## src/rtl/hall_decoder.sv

```systemverilog
// ============================================================================
//  Module   : hall_decoder
//  Purpose  : Decodes deglitched U/V/W hall signals into a commutation sector
//             and tracks direction, signed step position and error flags.
//             Define HALL_DECODER_PERIOD_EN to add step-interval measurement.
//  Revision : 1.0 - initial release
// ============================================================================
`default_nettype none

module hall_decoder #(
  parameter int POSITION_WIDTH = 16,
  parameter int PERIOD_WIDTH   = 16
) (
  input  logic                      clk,
  input  logic                      reset_n,
  input  logic                      clk_en,
  input  logic                      hall_u,
  input  logic                      hall_v,
  input  logic                      hall_w,
  input  logic                      error_clear,
  output logic [2:0]                sector,
  output logic                      direction,
  output logic                      step,
  output logic [POSITION_WIDTH-1:0] position,
  output logic [PERIOD_WIDTH-1:0]   period,
  output logic                      period_valid,
  output logic                      invalid_error,
  output logic                      skip_error
);

  typedef enum logic [0:0] {
    ST_INIT  = 1'b0,
    ST_TRACK = 1'b1
  } state_t;

  localparam logic [2:0] C_NO_SECTOR = 3'd7;

  state_t                      r_state;
  logic [2:0]                  r_sector;
  logic                        r_direction;
  logic                        r_step;
  logic [POSITION_WIDTH-1:0]   r_position;
  logic                        r_invalid_error;
  logic                        r_skip_error;

  logic [2:0] w_code;
  logic [2:0] w_new;
  logic       w_legal;
  logic [3:0] w_sum;
  logic [3:0] w_diff;
  logic       w_tracking;
  logic       w_fwd;
  logic       w_rev;
  logic       w_skip;
  logic       w_illegal_trk;

  assign w_code = {hall_w, hall_v, hall_u};

  always_comb begin
    w_legal = 1'b1;
    w_new   = 3'd0;
    case (w_code)
      3'b001:  w_new = 3'd0;
      3'b011:  w_new = 3'd1;
      3'b010:  w_new = 3'd2;
      3'b110:  w_new = 3'd3;
      3'b100:  w_new = 3'd4;
      3'b101:  w_new = 3'd5;
      default: w_legal = 1'b0;
    endcase
  end

  // Sector difference modulo 6; r_sector is always 0..5 while tracking.
  assign w_sum         = {1'b0, w_new} + 4'd6 - {1'b0, r_sector};
  assign w_diff        = (w_sum >= 4'd6) ? (w_sum - 4'd6) : w_sum;
  assign w_tracking    = (r_state == ST_TRACK);
  assign w_fwd         = w_tracking & w_legal & (w_diff == 4'd1);
  assign w_rev         = w_tracking & w_legal & (w_diff == 4'd5);
  assign w_skip        = w_tracking & w_legal & (w_diff >= 4'd2) & (w_diff <= 4'd4);
  assign w_illegal_trk = w_tracking & ~w_legal;

  always_ff @(posedge clk or negedge reset_n) begin
    if (!reset_n) begin
      r_state         <= ST_INIT;
      r_sector        <= C_NO_SECTOR;
      r_direction     <= 1'b1;
      r_step          <= 1'b0;
      r_position      <= '0;
      r_invalid_error <= 1'b0;
      r_skip_error    <= 1'b0;
    end else begin
      // A step pulse lasts one clk cycle regardless of the next clk_en.
      r_step <= 1'b0;
      if (clk_en) begin
        case (r_state)
          ST_INIT: begin
            if (w_legal) begin
              r_state  <= ST_TRACK;
              r_sector <= w_new;
            end
          end
          ST_TRACK: begin
            if (!w_legal) begin
              r_state  <= ST_INIT;
              r_sector <= C_NO_SECTOR;
            end else if (w_fwd) begin
              r_sector    <= w_new;
              r_position  <= r_position + POSITION_WIDTH'(1);
              r_direction <= 1'b1;
              r_step      <= 1'b1;
            end else if (w_rev) begin
              r_sector    <= w_new;
              r_position  <= r_position - POSITION_WIDTH'(1);
              r_direction <= 1'b0;
              r_step      <= 1'b1;
            end else if (w_skip) begin
              r_sector <= w_new;
            end
          end
          default: begin
            r_state  <= ST_INIT;
            r_sector <= C_NO_SECTOR;
          end
        endcase
        r_invalid_error <= (r_invalid_error & ~error_clear) | w_illegal_trk;
        r_skip_error    <= (r_skip_error & ~error_clear) | w_skip;
      end
    end
  end

  assign sector        = r_sector;
  assign direction     = r_direction;
  assign step          = r_step;
  assign position      = r_position;
  assign invalid_error = r_invalid_error;
  assign skip_error    = r_skip_error;

`ifdef HALL_DECODER_PERIOD_EN
  localparam logic [PERIOD_WIDTH-1:0] C_PERIOD_MAX = '1;

  logic [PERIOD_WIDTH-1:0] r_count;
  logic [PERIOD_WIDTH-1:0] r_period;
  logic                    r_period_valid;
  logic                    r_have_prev;
  logic [PERIOD_WIDTH-1:0] w_count_inc;
  logic                    w_load;

  assign w_count_inc = (r_count == C_PERIOD_MAX) ? C_PERIOD_MAX : (r_count + PERIOD_WIDTH'(1));
  assign w_load      = ~w_tracking & w_legal;

  always_ff @(posedge clk or negedge reset_n) begin
    if (!reset_n) begin
      r_count        <= '0;
      r_period       <= C_PERIOD_MAX;
      r_period_valid <= 1'b0;
      r_have_prev    <= 1'b0;
    end else if (clk_en) begin
      if (w_fwd | w_rev) begin
        r_count     <= '0;
        r_have_prev <= 1'b1;
        // Only an interval bounded by two same-direction steps is a speed sample.
        if (r_have_prev && (w_fwd == r_direction)) begin
          r_period       <= w_count_inc;
          r_period_valid <= 1'b1;
        end else begin
          r_period_valid <= 1'b0;
        end
      end else if (w_load | w_skip) begin
        r_count <= '0;
        if (w_skip) begin
          r_period_valid <= 1'b0;
        end
      end else begin
        r_count <= w_count_inc;
        if (w_illegal_trk) begin
          r_period_valid <= 1'b0;
        end
        if (r_count == C_PERIOD_MAX) begin
          r_period       <= C_PERIOD_MAX;
          r_period_valid <= 1'b0;
        end
      end
    end
  end

  assign period       = r_period;
  assign period_valid = r_period_valid;
`else
  assign period       = '1;
  assign period_valid = 1'b0;
`endif

endmodule

`default_nettype wire

```

## config.mk

```make
export PLATFORM = sky130hd
export DESIGN_NAME = hall_decoder
export DESIGN_NICKNAME = d
export VERILOG_FILES = /design/src/rtl/hall_decoder.sv
export SDC_FILE = /design/constraint.sdc
export NUM_CORES = 1
export LEC_CHECK = 0
export BUFFER_PORTS_ARGS = -buffer_cell sky130_fd_sc_hd__buf_2
export CORE_MARGIN = 5
export CORE_UTILIZATION = 33
export DETAILED_ROUTE_END_ITERATION = 16
export PLACE_DENSITY = 0.61
export SETUP_SLACK_MARGIN = 0.4
export SYNTH_ARGS = -nofsm -noshare
export SYNTH_HDL_FRONTEND = slang
export SYNTH_SLANG_ARGS = --single-unit
```

## constraint.sdc

```tcl
create_clock -name clk -period 5.2 [get_ports clk]
set_input_delay 1.04 -clock clk [delete_from_list [all_inputs] [get_ports clk]]
set_output_delay 1.04 -clock clk [all_outputs]
set_load 0.03 [all_outputs]
```

======== Word level (Yosys, flattened, before mapping) ========
Index checks and enable logic that the tools add are counted.
word-level totals
  bits in registers ....................... 24
  output and inout port bits .............. 40
  word-level logic and storage cells ...... 61
operators by class
  $add $sub $neg .......................... 5
  magnitude comparators ................... 3
  equality and inequality tests ........... 10
  muxes and demuxes ....................... 19
  bitwise logic cells ..................... 13
  reduce and logical (&&, ||, !) cells .... 4
operators with widths
  cell                                                               number
  two-way mux 16 bit                                                 2
  adder 16 x 1 -> 16 bit, second input constant                      1
  subtractor 16 x 1 -> 16 bit, second input constant                 1
  two-way mux 3 bit                                                  5
  one-hot mux 3 bit (5 select lines)                                 1
  equality test 3 bit, second input constant                         3
  two-way mux 1 bit                                                  9
  bitwise AND 1 bit                                                  8
  equality test 3 x 2 -> 1 bit, second input constant                2
  one-hot mux 3 bit (2 select lines)                                 1
  OR reduction 6 bit                                                 1
  inequality test 5 x 2 -> 1 bit, second input constant              1
  adder 3 x 3 -> 4 bit, second input constant                        1
  equality test 4 x 1 -> 1 bit, second input constant                1
  equality test 4 x 3 -> 1 bit, second input constant                1
  greater-or-equal comparator 4 x 2 -> 1 bit, second input constant  1
  greater-or-equal comparator 4 x 3 -> 1 bit, second input constant  1
  <= comparator 4 x 3 -> 1 bit, second input constant                1
  two-way mux 4 bit                                                  1
  AND reduction 4 bit                                                1
  subtractor 4 x 3 -> 4 bit                                          1
  subtractor 4 x 3 -> 4 bit, second input constant                   1
  equality test 3 x 1 -> 1 bit, second input constant                1
  inverter 1 bit                                                     3
  4 further kinds                                                    5

======== Longest topological paths before layout ========
Gate-level depths: netlist of the first run.
  word-level depth ........................ 14
  mapped depth ............................ 19
  mapped depth without buffers ............ 19

======== Least setup slack after synthesis of the first run ========
OpenSTA, ideal clock, no wires.
  path type ............................... input -> register
  start ................................... in hall_v
  end ..................................... reg r_position[15] (netlist: position[15])
  library setup time ...................... 0.081 ns
  arrival ................................. 4.940 ns
  data required time ...................... 5.119 ns
  path slack .............................. 0.179 ns
  cell stages on the path ................. 17
  cells stage by stage .................... nand2b_1 > a31o_2 > ha_1 > inv_1 > ha_1 > inv_1 > fa_1 > xnor2_1 > or4_1 > ha_1 > a21o_1 > and4_1 > o21ai_0 > o311ai_0 > a211oi_1 > mux2i_1 > xnor2_1
between the ends
  longest elaborated chain between the ends .. 10
ends and longest elaborated chain
  what                                                                                     RTL line  source
  start, declared                                                                          18        input logic hall_v,
  equality test 3 bit or equality test 3 x 2 -> 1 bit (tied branches)                      62        case (w_code)
  one-hot mux 3 bit (5 select lines)                                                       62
  adder 3 x 3 -> 4 bit                                                                     74        assign w_sum = {1'b0, w_new} + 4'd6 - {1'b0, r_sector};
  subtractor 4 x 3 -> 4 bit                                                                74
  subtractor 4 x 3 -> 4 bit or greater-or-equal comparator 4 x 3 -> 1 bit (tied branches)  75        assign w_diff = (w_sum >= 4'd6) ? (w_sum - 4'd6) : w_sum;
  two-way mux 4 bit                                                                        75
  equality test 4 x 1 -> 1 bit or equality test 4 x 3 -> 1 bit (tied branches)             77, 78
  bitwise AND 1 bit (on tied branches)                                                     77, 78
  nonzero test 2 bit (no source line)                                                      --
  AND reduction 4 bit (no source line)                                                     --
  end signal, assigned                                                                     108       r_position <= r_position + POSITION_WIDTH'(1);
  end signal, assigned                                                                     113       r_position <= r_position - POSITION_WIDTH'(1);
  end, declared                                                                            42        logic [POSITION_WIDTH-1:0] r_position;
Parallel ways exist; a longest one is shown, timed or not.
A chain may end at the register's enable or synchronous reset.

======== Worst setup path in the final report of the first run ========
  start ................................... in hall_v
  end ..................................... reg r_position[14] (netlist: position[14])
The elaborated chain is that of the path after synthesis.

==> results of run 1 <==
-- metal layers --
layer / vias up / global-route usage, %
met4: 0 / 0.412
met5: - / 0
met3: 4 / 2.70
li1: 900 / -
met1: 835 / 15.0
met2: 41 / 17.7
-- cell usage in the layout (no fill, tap or decap), types with 3 or more instances in the layout --
master	Yosys	routed
o21ai_2	0	3
a21oi_1	19	17
nor2_1	13	13
inv_1	13	11
xor2_1	6	6
conb_1	2	17
xnor2_1	10	9
a21o_1	6	6
dfstp_2	4	4
nand2b_1	5	4
ha_1	19	10
dfrtp_1	20	20
buf_4	17	15
ha_4	0	7
clkbuf_8	0	4
a211o_1	3	3
o21ai_0	20	16
nand2_1	32	30
nand3_1	5	5
buf_2	2	27
-- worst paths after layout --
check	from	endpoint	slack [ns]	cells past startpoint
min reg2reg	sector[0]$_DFFE_PN1P_	sector[0]$_DFFE_PN1P_	0.48	2
min in group asynchronous	reset_n	position[6]$_DFFE_PN0P_	0.74	1
max in group asynchronous	reset_n	direction$_DFFE_PN1P_	4.08	1
max	hall_v	position[14]$_DFFE_PN0P_	0.54	18
min	sector[0]$_DFFE_PN1P_	sector[0]$_DFFE_PN1P_	0.48	2
max reg2reg	sector[1]$_DFFE_PN1P_	position[14]$_DFFE_PN0P_	1.16	15
-- cell families after synthesis --
kind of cell    after synthesis  synth area share (%)
compound gates               67                  20.8
xor+xnor                     17                  7.63
fa+ha+maj                    21                  13.5
buf+inv                      35                  10.0
flops                        24                  29.5
mux                           4                  2.26
other cells                   2                 0.366
simple gates                 69                  15.9
-- per-stage QoR --
step / util (%) / cells
2_1_floorplan: - / 254
3_3_place_gp: 37.1 / 340
3_5_place_dp: 37.1 / 340
4_1_cts: 38.2 / 344
5_1_grt: 43.0 / 356
6_report: 43.0 / 356
-- sequential cells by signal, summed over array words and instances (netlist names) --
register,cells
position,16
sector,3
step,1
direction,1
r_state,1
invalid_error,1
skip_error,1
-- worst min-delay path, stage by stage, from the launching register on --
cell	delay, ns
dfstp_2	0.39
inv_1	0.04
a32oi_1	0.05
-- final cells by class --
type	count	area share, %
tap	75	3.64
timing repair buffer	45	11.3
inverter	13	1.89
multi-input combinational	195	57.6
clock buffer	4	2.14
sequential	24	23.5
-- timing repair --
action                                  4_1_cts  5_1_grt
pin swaps                                     0       18
endpoints found under the setup margin        1        7
resized for setup                             1       45
buffers inserted                              0       12
==> impl_metrics.csv, run 1 <==
group,metric,value,unit
clock_tree,cts_inserted_buffers,3,
timing,period_minus_slack,4.66,ns
timing,setup_tns,0,ns
global_routing,antenna_found_initial,0,
yosys,yosysUniqueCellTypes,50,
worst_setup_path,cpLargestDelayFamily,"compound AO/OA/AOI/OAI gates",
yosys,yosysTopAreaCellShare,24.4,%
timing,fin_ws,0.545,ns
yosys,synth_area_leaders,"dfrtp_1 (24%), ha_1 (12%), buf_4 (6.2%)",
floorplan,io_pins,47,
global_routing,grtUsageTotal,10.7,%
floorplan,initial_core_util,34.2,%
place,dp_hpwl,3240,um
global_routing,grt_pass1_wl,6910,um
worst_setup_path,max_stage_delay,0.61,ns
drt,wl_met1,2070,um
drt,wl_per_cell,12.6,um
clock_tree,clock_tree.root_cell,"clkbuf_8",
cells_and_area,n_antenna_cell,0,
floorplan,core,5990,um^2
floorplan,dieArea,7890,um^2
drt,vias,1780,
worst_setup_path,crit_buf_inv,3,
yosys,yosysWarnings,0,
yosys,synth_ff_type,"dfrtp_1",
clock_tree,clkTransAtPathRegs,0.09,ns
clock_tree,postCtsHoldBufs,0,
yosys,yosysSeqAreaShare,29.5,%
drt,route.detailed.drc,0,
cells_and_area,syn_to_final_growth,25.7,%
yosys,netlist_instances,239,
timing,slew_viol_final,0,
global_routing,overflow,0,
worst_setup_path,crit_chain,"buf_6, nand2b_4, a31o_4, ha_1, inv_1, ha_2, inv_2, fa_1, xnor2_1, or4_4, ha_4, nor2b_4, o21a_1, o21ai_2, a211o_1, a211o_1, a211o_1, o211ai_2",
drt,top_layer,"met4",
worst_setup_path,critPathSlowestCell,"or4_4",
clock_tree,clk_latency,0.27,ns
yosys,synth_area_leader_cell,"dfrtp_1",
timing,setup_viol,0,
place,place_area,2220,um^2
yosys,synth.ff_latch_count,24,
floorplan,die_h,88.8,um
status,status,"finished, final reports clean",
worst_setup_path,crit_arrival,4.85,ns
timing,hold_viol,0,
worst_setup_path,cp-start-kind,"input port",
floorplan,dieWidth,88.8,um
drt,antenna_left,0,
global_routing,grt_start_max_net_pins,32,
timing,tightestPinTransition,0.550,ns
drt,viasPerCell,5.00,
yosys,syn_area_per_cell,8.58,um^2
clock_tree,cts_htree_levels,1,
place,port_buffers,29,
drt,drt_iter0_drc,43,
clock_tree,cts_tree,"yes",
cells_and_area,drive_gt1_share,31.7,%
cells_and_area,nFillCells,602,
timing,timing.hold.ws,0.478,ns
cells_and_area,multi_input_area,1480,um^2
timing,post-route-period-util,89.5,%
cells_and_area,postLayoutCellArea,2580,um^2
yosys,async_flop_share,100,%
clock_tree,clockBufferDepth,2,
timing,finalClockSkew,0.0103,ns
drt,firstDrtPassIters,4,
yosys,synthTopCellsByCount,"nand2_1 (32), dfrtp_1 (20), o21ai_0 (20)",
hold_path,worstHoldPathType,"reg2reg",
worst_setup_path,path_class,"in2reg",
drt,wl,4500,um
place,post-place-ws,0.110,ns
place,globalplace.congestion,0.841,
global_routing,grt_pass1_vias,1562,
timing,rsz0062_at_grt,"false",
clock_tree,cts.sinks,24,
timing,relSlewSlack,63.3,%
cells_and_area,seq_area,606,um^2
drt,wl_met3,260,um
worst_setup_path,cpMostUsedCell,"a211o_1",
yosys,synth_edf_count,0,
yosys,synth.most_common_cell,"nand2_1",
yosys,synth_area,2050,um^2
worst_setup_path,crit_fanout,8,
drt,wl_met2,2150,um
timing,max_freq,0.215,GHz
run,maxCapViolCount,0,
cells_and_area,final_net_count,310,
worst_setup_path,worstPathRequired,5.39,ns
floorplan,row_count,28,
worst_setup_path,cp-end-kind,"register",
Power of run 1 is left out: the tool's default activity adds up to more than one toggle a clock period on the data nets, which glitch-free logic cannot reach.
==> run 2: changes to the inputs <==
- CORE_MARGIN: 5 -> 2
- SLEW_MARGIN: not set -> 0
==> run 2 against run 1 <==
Utilization down 3.1 points. Setup slack got worse by 0.016 ns. Worst hold slack worse by 0.0083 ns. Register-to-register slack improved by 0.05 ns. Final area is 7.7% lower. Global-route usage grew 1.4 points. Sequential cell count stayed put. Maximum frequency decreased by 0.34%. Die area decreased by 13%. Critical path type unchanged.
==> impl_metrics.csv, run 2 (synthesis results as in run 1) <==
group,metric,value,unit
status,status,"finished, final reports clean",
place,port_buffers,29,
worst_setup_path,crit_fanout,8,
worst_setup_path,reg2reg_to,"position[14]$_DFFE_PN0P_",
worst_setup_path,cp-end-kind,"register",
worst_setup_path,worstReg2RegStart,"sector[1]$_DFFE_PN1P_",
worst_setup_path,rrSetupSlack,1.21,ns
global_routing,antenna_found_initial,0,
cells_and_area,layout_common_cells,"nand2_1 (32), buf_2 (29), dfrtp_1 (20), a21oi_1 (19), o21ai_0 (18)",
clock_tree,cts_htree_levels,1,
cells_and_area,final_cell_count_no_fill,347,
place,placed_cells,341,
floorplan,die_h,82.8,um
drt,wl_per_cell,12.5,um
worst_setup_path,worstPathRequired,5.40,ns
cells_and_area,layout_commonest_cell,"nand2_1",
clock_tree,clk_latency,0.27,ns
cells_and_area,syn_to_final_growth,16.0,%
run,maxCapViolCount,0,
floorplan,io_pins,47,
global_routing,grt_pass1_vias,1594,
hold_path,min_to,"sector[0]$_DFFE_PN1P_",
floorplan,dieArea,6860,um^2
clock_tree,cts.sinks,24,
drt,wl,4330,um
drt,antenna_left,0,
worst_setup_path,crit_arrival,4.87,ns
timing,setup_tns,0,ns
floorplan,core,5960,um^2
global_routing,overflow,0,
floorplan,dieWidth,82.8,um
cells_and_area,largest_reg_flops,16,
timing,relSlewSlack,62.5,%
timing,tightestPinTransition,0.563,ns
worst_setup_path,r2r_cells,15,
hold_path,min_path_cells,2,
cells_and_area,final_net_count,301,
drt,drt_iter0_drc,75,
drt,vias,1716,
timing,post-route-period-util,89.8,%
drt,route.detailed.drc,0,
hold_path,hp-start,"sector[0]$_DFFE_PN1P_",
worst_setup_path,path_class,"in2reg",
global_routing,grtUsageTotal,12.1,%
place,globalplace.congestion,0.850,
clock_tree,cts_tree,"yes",
worst_setup_path,cp-start-kind,"input port",
floorplan,row_count,28,
cells_and_area,drive_gt1_share,23.2,%
hold_path,worstHoldPathType,"reg2reg",
global_routing,grt_start_max_net_pins,25,
drt,firstDrtPassIters,4,
timing,period_minus_slack,4.67,ns
timing,max_freq,0.214,GHz
timing,setup_viol,0,
place,dp_hpwl,3260,um
cells_and_area,n_antenna_cell,0,
drt,viasPerCell,4.95,
global_routing,grt_pass1_wl,7140,um
timing,finalClockSkew,0.00122,ns
timing,rsz0062_at_grt,"true",
clock_tree,postCtsHoldBufs,0,
clock_tree,clkTransAtPathRegs,0.09,ns
floorplan,initial_core_util,34.4,%
timing,hold_viol,0,
clock_tree,clock_tree.root_cell,"clkbuf_8",
timing,slew_viol_final,0,
clock_tree,clockBufferDepth,2,
clock_tree,cts_inserted_buffers,3,
## run 2: changes by cell type in the layout (fill, tap and decap cells not counted), moves of 2 or more
cell,previous run,this run
buf_4,15,6
ha_1,10,15
ha_4,7,3
a21oi_1,17,19
a21oi_2,2,0
buf_2,27,29
inv_1,11,13
inv_2,2,0
nand2_1,30,32
nand2_2,2,0
o21ai_0,16,18
o21ai_2,3,1
## run 2: through the flow
| stage | util [%] | hold WS [ns] | cell area, um^2 | setup slack (ns) |
|---|---|---|---|---|
| 2_1_floorplan | - | 0.526 | 2110 | 0.439 |
| 3_3_place_gp | 37.5 | 0.468 | 2230 | 0.178 |
| 3_5_place_dp | 37.5 | 0.461 | 2230 | 0.103 |
| 4_1_cts | 38.2 | 0.475 | 2280 | 0.403 |
| 5_1_grt | 39.9 | 0.490 | 2380 | 0.378 |
| 6_report | 39.9 | 0.470 | 2380 | 0.529 |
## run 2: timing repair
action                     CTS  global route
resized for setup            0            14
setup endpoints to repair    0             8
setup buffers                0             2
## run 2: layout make-up
cell class	instances	area [um^2]
Multi-Input combinational cell	195	1380
Fill cell	641	3580
Inverter	13	48.8
Clock buffer	4	45.0
Timing Repair Buffer	36	201
Tap cell	75	93.8
Sequential cell	24	606
## run 2: worst max-delay path by stage
stage / startpoint / to / slack (ns) / depth (start not counted)
after floorplan: hall_v / position[15]$_DFFE_PN0P_ / 0.44 / 17
after global placement: hall_v / position[14]$_DFFE_PN0P_ / 0.18 / 19
after detailed placement: hall_v / position[14]$_DFFE_PN0P_ / 0.10 / 19
after CTS: hall_v / position[14]$_DFFE_PN0P_ / 0.40 / 19
after global routing: hall_v / position[14]$_DFFE_PN0P_ / 0.38 / 18
final: hall_v / position[14]$_DFFE_PN0P_ / 0.53 / 18
## run 2: worst max-delay path, cell delays in order
cell	delay (ns)
buf_2	0.14
nand2b_1	0.17
a31o_2	0.25
ha_1	0.17
inv_1	0.05
ha_1	0.13
inv_1	0.05
fa_2	0.39
xnor2_4	0.18
or4_4	0.60
ha_4	0.32
nor2b_1	0.16
o21a_1	0.14
o21ai_0	0.11
a211o_1	0.33
a211o_1	0.29
a211o_1	0.31
o211ai_2	0.06
## run 2: per-layer routing
layer	vias up	routed length (um)	GRT usage (%)
li1	879	-	-
met5	-	0	0
met1	785	2160	16.6
met3	2	242	3.28
met4	0	8	2.98
met2	50	1920	19.1
Power of run 2 is left out for the same reason.
